===== config.mk =====
export PLATFORM = sky130hd
export DESIGN_NAME = bank_color_fader
export DESIGN_NICKNAME = d
export VERILOG_FILES = /design/src/rtl/bank_color_fader.sv
export SDC_FILE = /design/constraint.sdc
export NUM_CORES = 1
export LEC_CHECK = 0
export CORE_UTILIZATION = 64
export CTS_BUF_LIST = sky130_fd_sc_hd__clkbuf_8
export CTS_CLUSTER_SIZE = 14
export DETAILED_ROUTE_END_ITERATION = 6
export PLACE_DENSITY_LB_ADDON = 0.2
export SETUP_SLACK_MARGIN = 0.2
export SKIP_CTS_REPAIR_TIMING = 1
export SYNTH_ARGS = -nofsm -noshare
export SYNTH_HDL_FRONTEND = slang
export SYNTH_SLANG_ARGS = --single-unit

===== constraint.sdc =====
create_clock -name clk -period 1.7 [get_ports clk]
set_input_delay 0.255 -clock clk [delete_from_list [all_inputs] [get_ports clk]]
set_output_delay 0.255 -clock clk [all_outputs]
set_load 0.05 [all_outputs]

===== src/rtl/bank_color_fader.sv =====
// bank_color_fader: palette-driven RGB fader.
// A bank index selects a colour from a small writable palette. The displayed
// colour fades toward it at a bounded rate per fade tick. The colour is then
// held for a fixed number of ticks and decays back to black.
// Optional feature macro: BANK_COLOR_FADE_EN.
//   - Defined: colour changes ramp gradually, one bounded step per tick.
//   - Undefined: colour changes take effect on the next edge; the hold is
//     still timed by the prescaler.
module bank_color_fader #(
  parameter int NUM_BANKS  = 16,
  parameter int IDX_W      = 5,
  parameter int CW         = 8,
  parameter int STEP       = 8,
  parameter int TICK_DIV   = 50000,
  parameter int HOLD_TICKS = 100
) (
  input  logic              clk,
  input  logic              rst_n,
  input  logic              bank_valid,
  input  logic [IDX_W-1:0]  bank_idx,
  output logic              bank_ready,
  input  logic              pal_we,
  input  logic [IDX_W-1:0]  pal_addr,
  input  logic [3*CW-1:0]   pal_data,
  output logic [CW-1:0]     R,
  output logic [CW-1:0]     G,
  output logic [CW-1:0]     B,
  output logic              busy,
  output logic [1:0]        state
);

  typedef enum logic [1:0] {
    S_IDLE  = 2'd0,
    S_FADE  = 2'd1,
    S_SHOW  = 2'd2,
    S_DECAY = 2'd3
  } state_t;

  // The palette index uses just enough bits to cover NUM_BANKS.
  // Out-of-range indices are filtered before any palette access.
  localparam int AW = (NUM_BANKS > 1) ? $clog2(NUM_BANKS) : 1;
  localparam int PW = $clog2(TICK_DIV);
  localparam int HW = (HOLD_TICKS > 0) ? $clog2(HOLD_TICKS + 1) : 1;

  localparam logic [PW-1:0] TICK_LAST = PW'(TICK_DIV - 1);
  localparam logic [HW-1:0] HOLD_LOAD = HW'(HOLD_TICKS);

  logic [3*CW-1:0] palette [NUM_BANKS];
  state_t          st;
  logic [PW-1:0]   presc;
  logic            tick;
  logic [HW-1:0]   hold;
  logic            accept;
  logic [3*CW-1:0] new_tgt;
  logic [3*CW-1:0] rgb;

  assign rgb        = {R, G, B};
  assign accept     = bank_valid && bank_ready;
  assign tick       = (presc == TICK_LAST);
  assign state      = st;
  assign busy       = (st == S_FADE) || (st == S_DECAY);
  assign bank_ready = (st != S_FADE);

  // Palette storage. Writes are independent of the fader state.
  // Writes to addresses at or beyond NUM_BANKS are dropped.
  // NOTE: the palette is cleared by reset. Palette entries are read back as
  // black after a reset, so this array must be flops, not a RAM macro.
  always_ff @(posedge clk or negedge rst_n) begin
    if (!rst_n) begin
      for (int i = 0; i < NUM_BANKS; i++) palette[i] <= '0;
    end else if (pal_we && (int'(pal_addr) < NUM_BANKS)) begin
      palette[pal_addr[AW-1:0]] <= pal_data;
    end
  end

  // Target chosen by the offered index. Out-of-range indices select black.
  // The read sees the pre-write palette, so a write on the accept edge
  // does not leak into the target.
  // NOTE: give every always_comb output a default first. Without one, an
  // uncovered path infers a latch.
  always_comb begin
    new_tgt = '0;
    if (int'(bank_idx) < NUM_BANKS) new_tgt = palette[bank_idx[AW-1:0]];
  end

  // Free-running prescaler. It produces a single-cycle tick every TICK_DIV clocks.
  always_ff @(posedge clk or negedge rst_n) begin
    if (!rst_n)    presc <= '0;
    else if (tick) presc <= '0;
    else           presc <= presc + PW'(1);
  end

`ifdef BANK_COLOR_FADE_EN
  logic [3*CW-1:0] tgt;
  logic            at_tgt;
  logic            is_black;

  assign at_tgt   = (rgb == tgt);
  assign is_black = (rgb == '0);

  // Move one channel toward its target by at most STEP. The arithmetic uses
  // one extra bit, so a step can neither wrap nor overshoot.
  function automatic logic [CW-1:0] step_toward(input logic [CW-1:0] cur,
                                                input logic [CW-1:0] dst);
    logic [CW:0] stp;
    logic [CW:0] diff;
    logic [CW:0] moved;
    stp = (CW+1)'(STEP);
    if (dst >= cur) begin
      diff  = {1'b0, dst} - {1'b0, cur};
      moved = {1'b0, cur} + stp;
    end else begin
      diff  = {1'b0, cur} - {1'b0, dst};
      moved = {1'b0, cur} - stp;
    end
    return (diff > stp) ? moved[CW-1:0] : dst;
  endfunction
`endif

  // Fader state machine. It owns the displayed colour, the target and the hold counter.
  // NOTE: state registers use non-blocking assignments. Every flop then
  // samples the values from before the edge, whatever the statement order.
  always_ff @(posedge clk or negedge rst_n) begin
    if (!rst_n) begin
      st   <= S_IDLE;
      R    <= '0;
      G    <= '0;
      B    <= '0;
      hold <= '0;
`ifdef BANK_COLOR_FADE_EN
      tgt  <= '0;
`endif
    end else if (accept) begin
`ifdef BANK_COLOR_FADE_EN
      tgt <= new_tgt;
      st  <= S_FADE;
`else
      {R, G, B} <= new_tgt;
      st        <= S_SHOW;
      hold      <= HOLD_LOAD;
`endif
    end else begin
      case (st)
        S_FADE: begin
`ifdef BANK_COLOR_FADE_EN
          if (at_tgt) begin
            st   <= S_SHOW;
            hold <= HOLD_LOAD;
          end else if (tick) begin
            R <= step_toward(R, tgt[3*CW-1:2*CW]);
            G <= step_toward(G, tgt[2*CW-1:CW]);
            B <= step_toward(B, tgt[CW-1:0]);
          end
`else
          // Not entered in this build. Recover to SHOW if it ever is.
          st   <= S_SHOW;
          hold <= HOLD_LOAD;
`endif
        end
        S_SHOW: begin
          if (tick) begin
            if (hold <= HW'(1)) begin
              st   <= S_DECAY;
              hold <= '0;
`ifdef BANK_COLOR_FADE_EN
              tgt  <= '0;
`endif
            end else begin
              hold <= hold - HW'(1);
            end
          end
        end
        S_DECAY: begin
`ifdef BANK_COLOR_FADE_EN
          if (is_black) begin
            st <= S_IDLE;
          end else if (tick) begin
            R <= step_toward(R, tgt[3*CW-1:2*CW]);
            G <= step_toward(G, tgt[2*CW-1:CW]);
            B <= step_toward(B, tgt[CW-1:0]);
          end
`else
          {R, G, B} <= '0;
          st        <= S_IDLE;
`endif
        end
        default: begin
          // IDLE: nothing to do until an index is accepted.
        end
      endcase
    end
  end

endmodule


==> reports/qor.csv <==
stage,metric,value,unit
cells_and_area,layout cells sized above 1,53.74,%
timing,RSZ-0062 raised after global routing,yes,
outcome,status,completed,
setup_path,worst reg2reg endpoint,G[6],
detailed_routing,# DRC,0,
detailed_routing,routed len/inst,24.86,µm
synthesis,syn nets,1279,
timing,Slew @ Worst Pin,616.6,ps
setup_path,Slowest cell on crit path,dfrtp_2,
placed_design,Placed Cells,1693,
clocking,clk_lat worst skew,590,ps
setup_path,Startpoint Class,flip-flop,
setup_path,reg2reg path depth,7,
clocking,CTS tree,done,
global_route,global-route usage over all layers,29.77,%
synthesis,Synth Cell Area,19480,µm²
timing,Max Freq,596.7,MHz
cells_and_area,fin cells,1835,
synthesis,Post-synth EDFFs,0,
global_route,grt total ovfl,0,
floorplan,die area,31150,µm²
timing,Slew headroom,58.76,%
clocking,H-Tree Depth,3,
setup_path,CP max FO,6,
pwr,Peak supply drop,0.0008493,V
synthesis,Avg Inst Size Synth,15.74,µm²
setup_path,Setup CP Type,flip-flop to flip-flop,
timing,fin crit period,1676,ps
synthesis,Mapped Cells,1238,
floorplan,I/O pin cnt,66,
clocking,CTS root buffer,clkbuf_8,
floorplan,core area,29800,µm²
setup_path,"Req. time, crit path",2190,ps
timing,period utilisation layout,98.57,%
cells_and_area,Area Overhead vs Synth,19.99,%
setup_path,CP arrival,2160,ps
synthesis,register bit count reported by yosys,433,
detailed_routing,initial drt markers,712,
synthesis,Synth Warn #,0,
global_route,first-pass GRT wire length,70.06,mm
floorplan,Initial Utilization,65.39,%
flow_run,Max-cap violations,0,
setup_path,worst path cell trace,nor2b_4 > buf_6 > nor4bb_4 > buf_6 > clkbuf_16 > a22oi_1 > o211ai_1,
cells_and_area,post-route cell area,23380,µm²
detailed_routing,vias,11600,
floorplan,Die Y,176.5,µm
global_route,initial antenna violation count,1,
floorplan,site row count,63,
timing,Setup Viol. Count Final,0,
detailed_routing,Post-DRT Antenna Nets,0,
placed_design,routability cong.,0.8308,
synthesis,sequential cell area fraction in the yosys report,55.61,%
global_route,largest net degree at the start of global routing,81,
placed_design,PortBufs,65,
global_route,vias in the first global route,12525,
floorplan,Die X,176.5,µm
pwr,Pwr Density,1147,nW/µm²
pwr,leak pwr,10.66,nW
clocking,clk sinks,433,
setup_path,reg-to-reg startpoint,state[0],
setup_path,worst reg-to-reg setup slack,20,ps
detailed_routing,final WL,45.62,mm
synthesis,Post-synth ARST share,100.0,%
clocking,total CTS buffers,71,
timing,clock skew,21.03,ps
timing,final slew viol count,0,
placed_design,post-detail-place hpwl,26.85,mm
setup_path,CP most frequent cell,buf_6,
timing,Final Hold Fails,0,
detailed_routing,DRT Pass-1 Iters,5,
clocking,"Reg clk slew, reported paths",60,ps
placed_design,placed cell area,21540,µm²
timing,Final TNS setup,0,ps
clocking,CTS Buffer Depth,3,
pwr,Design Power,26.81,mW
cells_and_area,# nets final,1432,
worst_hold_path,worst hold path type,primary input to asynchronous set/reset pin,
detailed_routing,routed vias/inst,6.322,
synthesis,Synth Flop Type,dfrtp_1,
setup_path,crit end category,flip-flop,
setup_path,worst stage delay on the critical path,420,ps
timing,final hold slack,112.5,ps
synthesis,Netlist cell types,57,
==> cell usage in the layout (no fill, tap or decap), types with 4 or more instances in the layout <==
master / instances
nand2_2: 4
xor2_1: 7
buf_12: 51
a22oi_2: 6
mux2i_1: 26
xnor2_1: 4
clkdlybuf4s50_1: 33
mux2_4: 30
dfrtp_1: 429
nand4_1: 4
mux4_2: 96
buf_4: 81
o211ai_1: 26
mux2_2: 347
nand3_1: 5
and4bb_2: 4
nand2_1: 37
inv_1: 36
clkbuf_16: 4
dfrtp_2: 4
buf_6: 7
mux2_1: 7
nor2_1: 12
a22oi_1: 18
clkbuf_8: 96
==> flip-flops by register name, summed over array words and instances, names as in the netlist <==
signal   flops
palette    384
presc       16
B            8
G            8
R            8
hold         7
state        2
==> cells by family after synthesis <==
| group | after synthesis | share of synthesized area (%) |
|---|---|---|
| mux | 507 | 34.87 |
| flops | 433 | 55.61 |
| buf+inv | 111 | 3.115 |
| simple gates | 105 | 3.115 |
| compound gates | 67 | 2.556 |
| xor+xnor | 12 | 0.5394 |
| fa+ha+maj | 3 | 0.1927 |
==> Yosys cell counts, types with 2 or more instances <==
master      n  area share, %
and4_1      2          0.090
a311oi_1    3           0.13
nand2b_1    4           0.13
dfrtp_1   433             56
a21oi_1     2          0.051
and4bb_2    2           0.13
nand2_1    39           0.75
mux4_2     96             11
mux2i_1    27            1.4
nor4_1      3          0.096
mux2_2    367             21
and4bb_1    2           0.13
nand4_1     4           0.13
xor2_1      7           0.31
nor2b_1     4           0.13
inv_1      11           0.21
o211ai_1   26            1.0
ha_1        3           0.19
o21ai_0     2          0.051
and3_1      6           0.19
mux2_1      7           0.40
xnor2_1     5           0.22
buf_4       7           0.27
mux2_4     10           0.77
buf_2      40            1.0
nor4b_4     2           0.24
clkbuf_1   38           0.73
nand2_2     3          0.096
buf_6      10           0.58
a22oi_1    24           0.92
nor3_1      3          0.077
buf_8       2           0.15
nor2_1     14           0.27
nand3_1     6           0.15
buf_1       2          0.039
==> worst max-delay path: cells and delay by family (launching register included) <==
kind / cells / cell delay (ps)
AND/OR/NAND/NOR: 2 / 400
flip-flops: 1 / 420
AO/OA/AOI/OAI: 2 / 220
buffers and inverters: 3 / 510
==> power by group <==
| group | internal [mW] | switching (mW) | total (mW) |
|---|---|---|---|
| registers | 12.2 | 0.996 | 13.2 |
| logic | 2.69 | 1.82 | 4.51 |
| clock network | 5.01 | 4.11 | 9.12 |
| total | 19.9 | 6.93 | 26.8 |
==> layout make-up <==
class	instances	area, µm²
Sequential cell	433	10840
Multi-Input combinational cell	694	8377
Fill cell	1640	6417
Timing Repair Buffer	180	2183
Clock buffer	96	1321
Tap cell	390	488.0
Clock inverter	30	125.1
Inverter	11	41.29
Antenna cell	1	2.502
==> metrics by stage <==
| step | worst slack [ps] | util [%] |
|---|---|---|
| after global routing | -23.44 | 78.46 |
| after global placement | -330.7 | 72.28 |
| final | 24.23 | 78.46 |
| after CTS | -152.4 | 77.14 |
| after floorplan | 107.3 | - |
| after detailed placement | -395.3 | 72.28 |
==> metal layers <==
metal	global-route usage, %	wire length (µm)	vias up
met3	5.146	2415	84
li1	-	-	4938
met5	0	0	-
met2	47.14	22350	348
met1	42.21	19810	6230
met4	10.13	1039	0
==> worst max path at each step <==
| stage | slack, ps | depth (start not counted) | to | startpoint |
|---|---|---|---|---|
| 4_1_cts | -150 | 3 | bank_ready | state[0] |
| 5_1_grt | -20 | 4 | hold[3] | state[0] |
| 2_1_floorplan | 110 | 5 | B[1] | state[0] |
| 3_5_place_dp | -400 | 5 | palette[73] | pal_addr[1] |
| 6_report | 20 | 7 | G[6] | state[0] |
| 3_3_place_gp | -330 | 5 | palette[60] | pal_addr[1] |
Power figures use the tool's default switching activity.
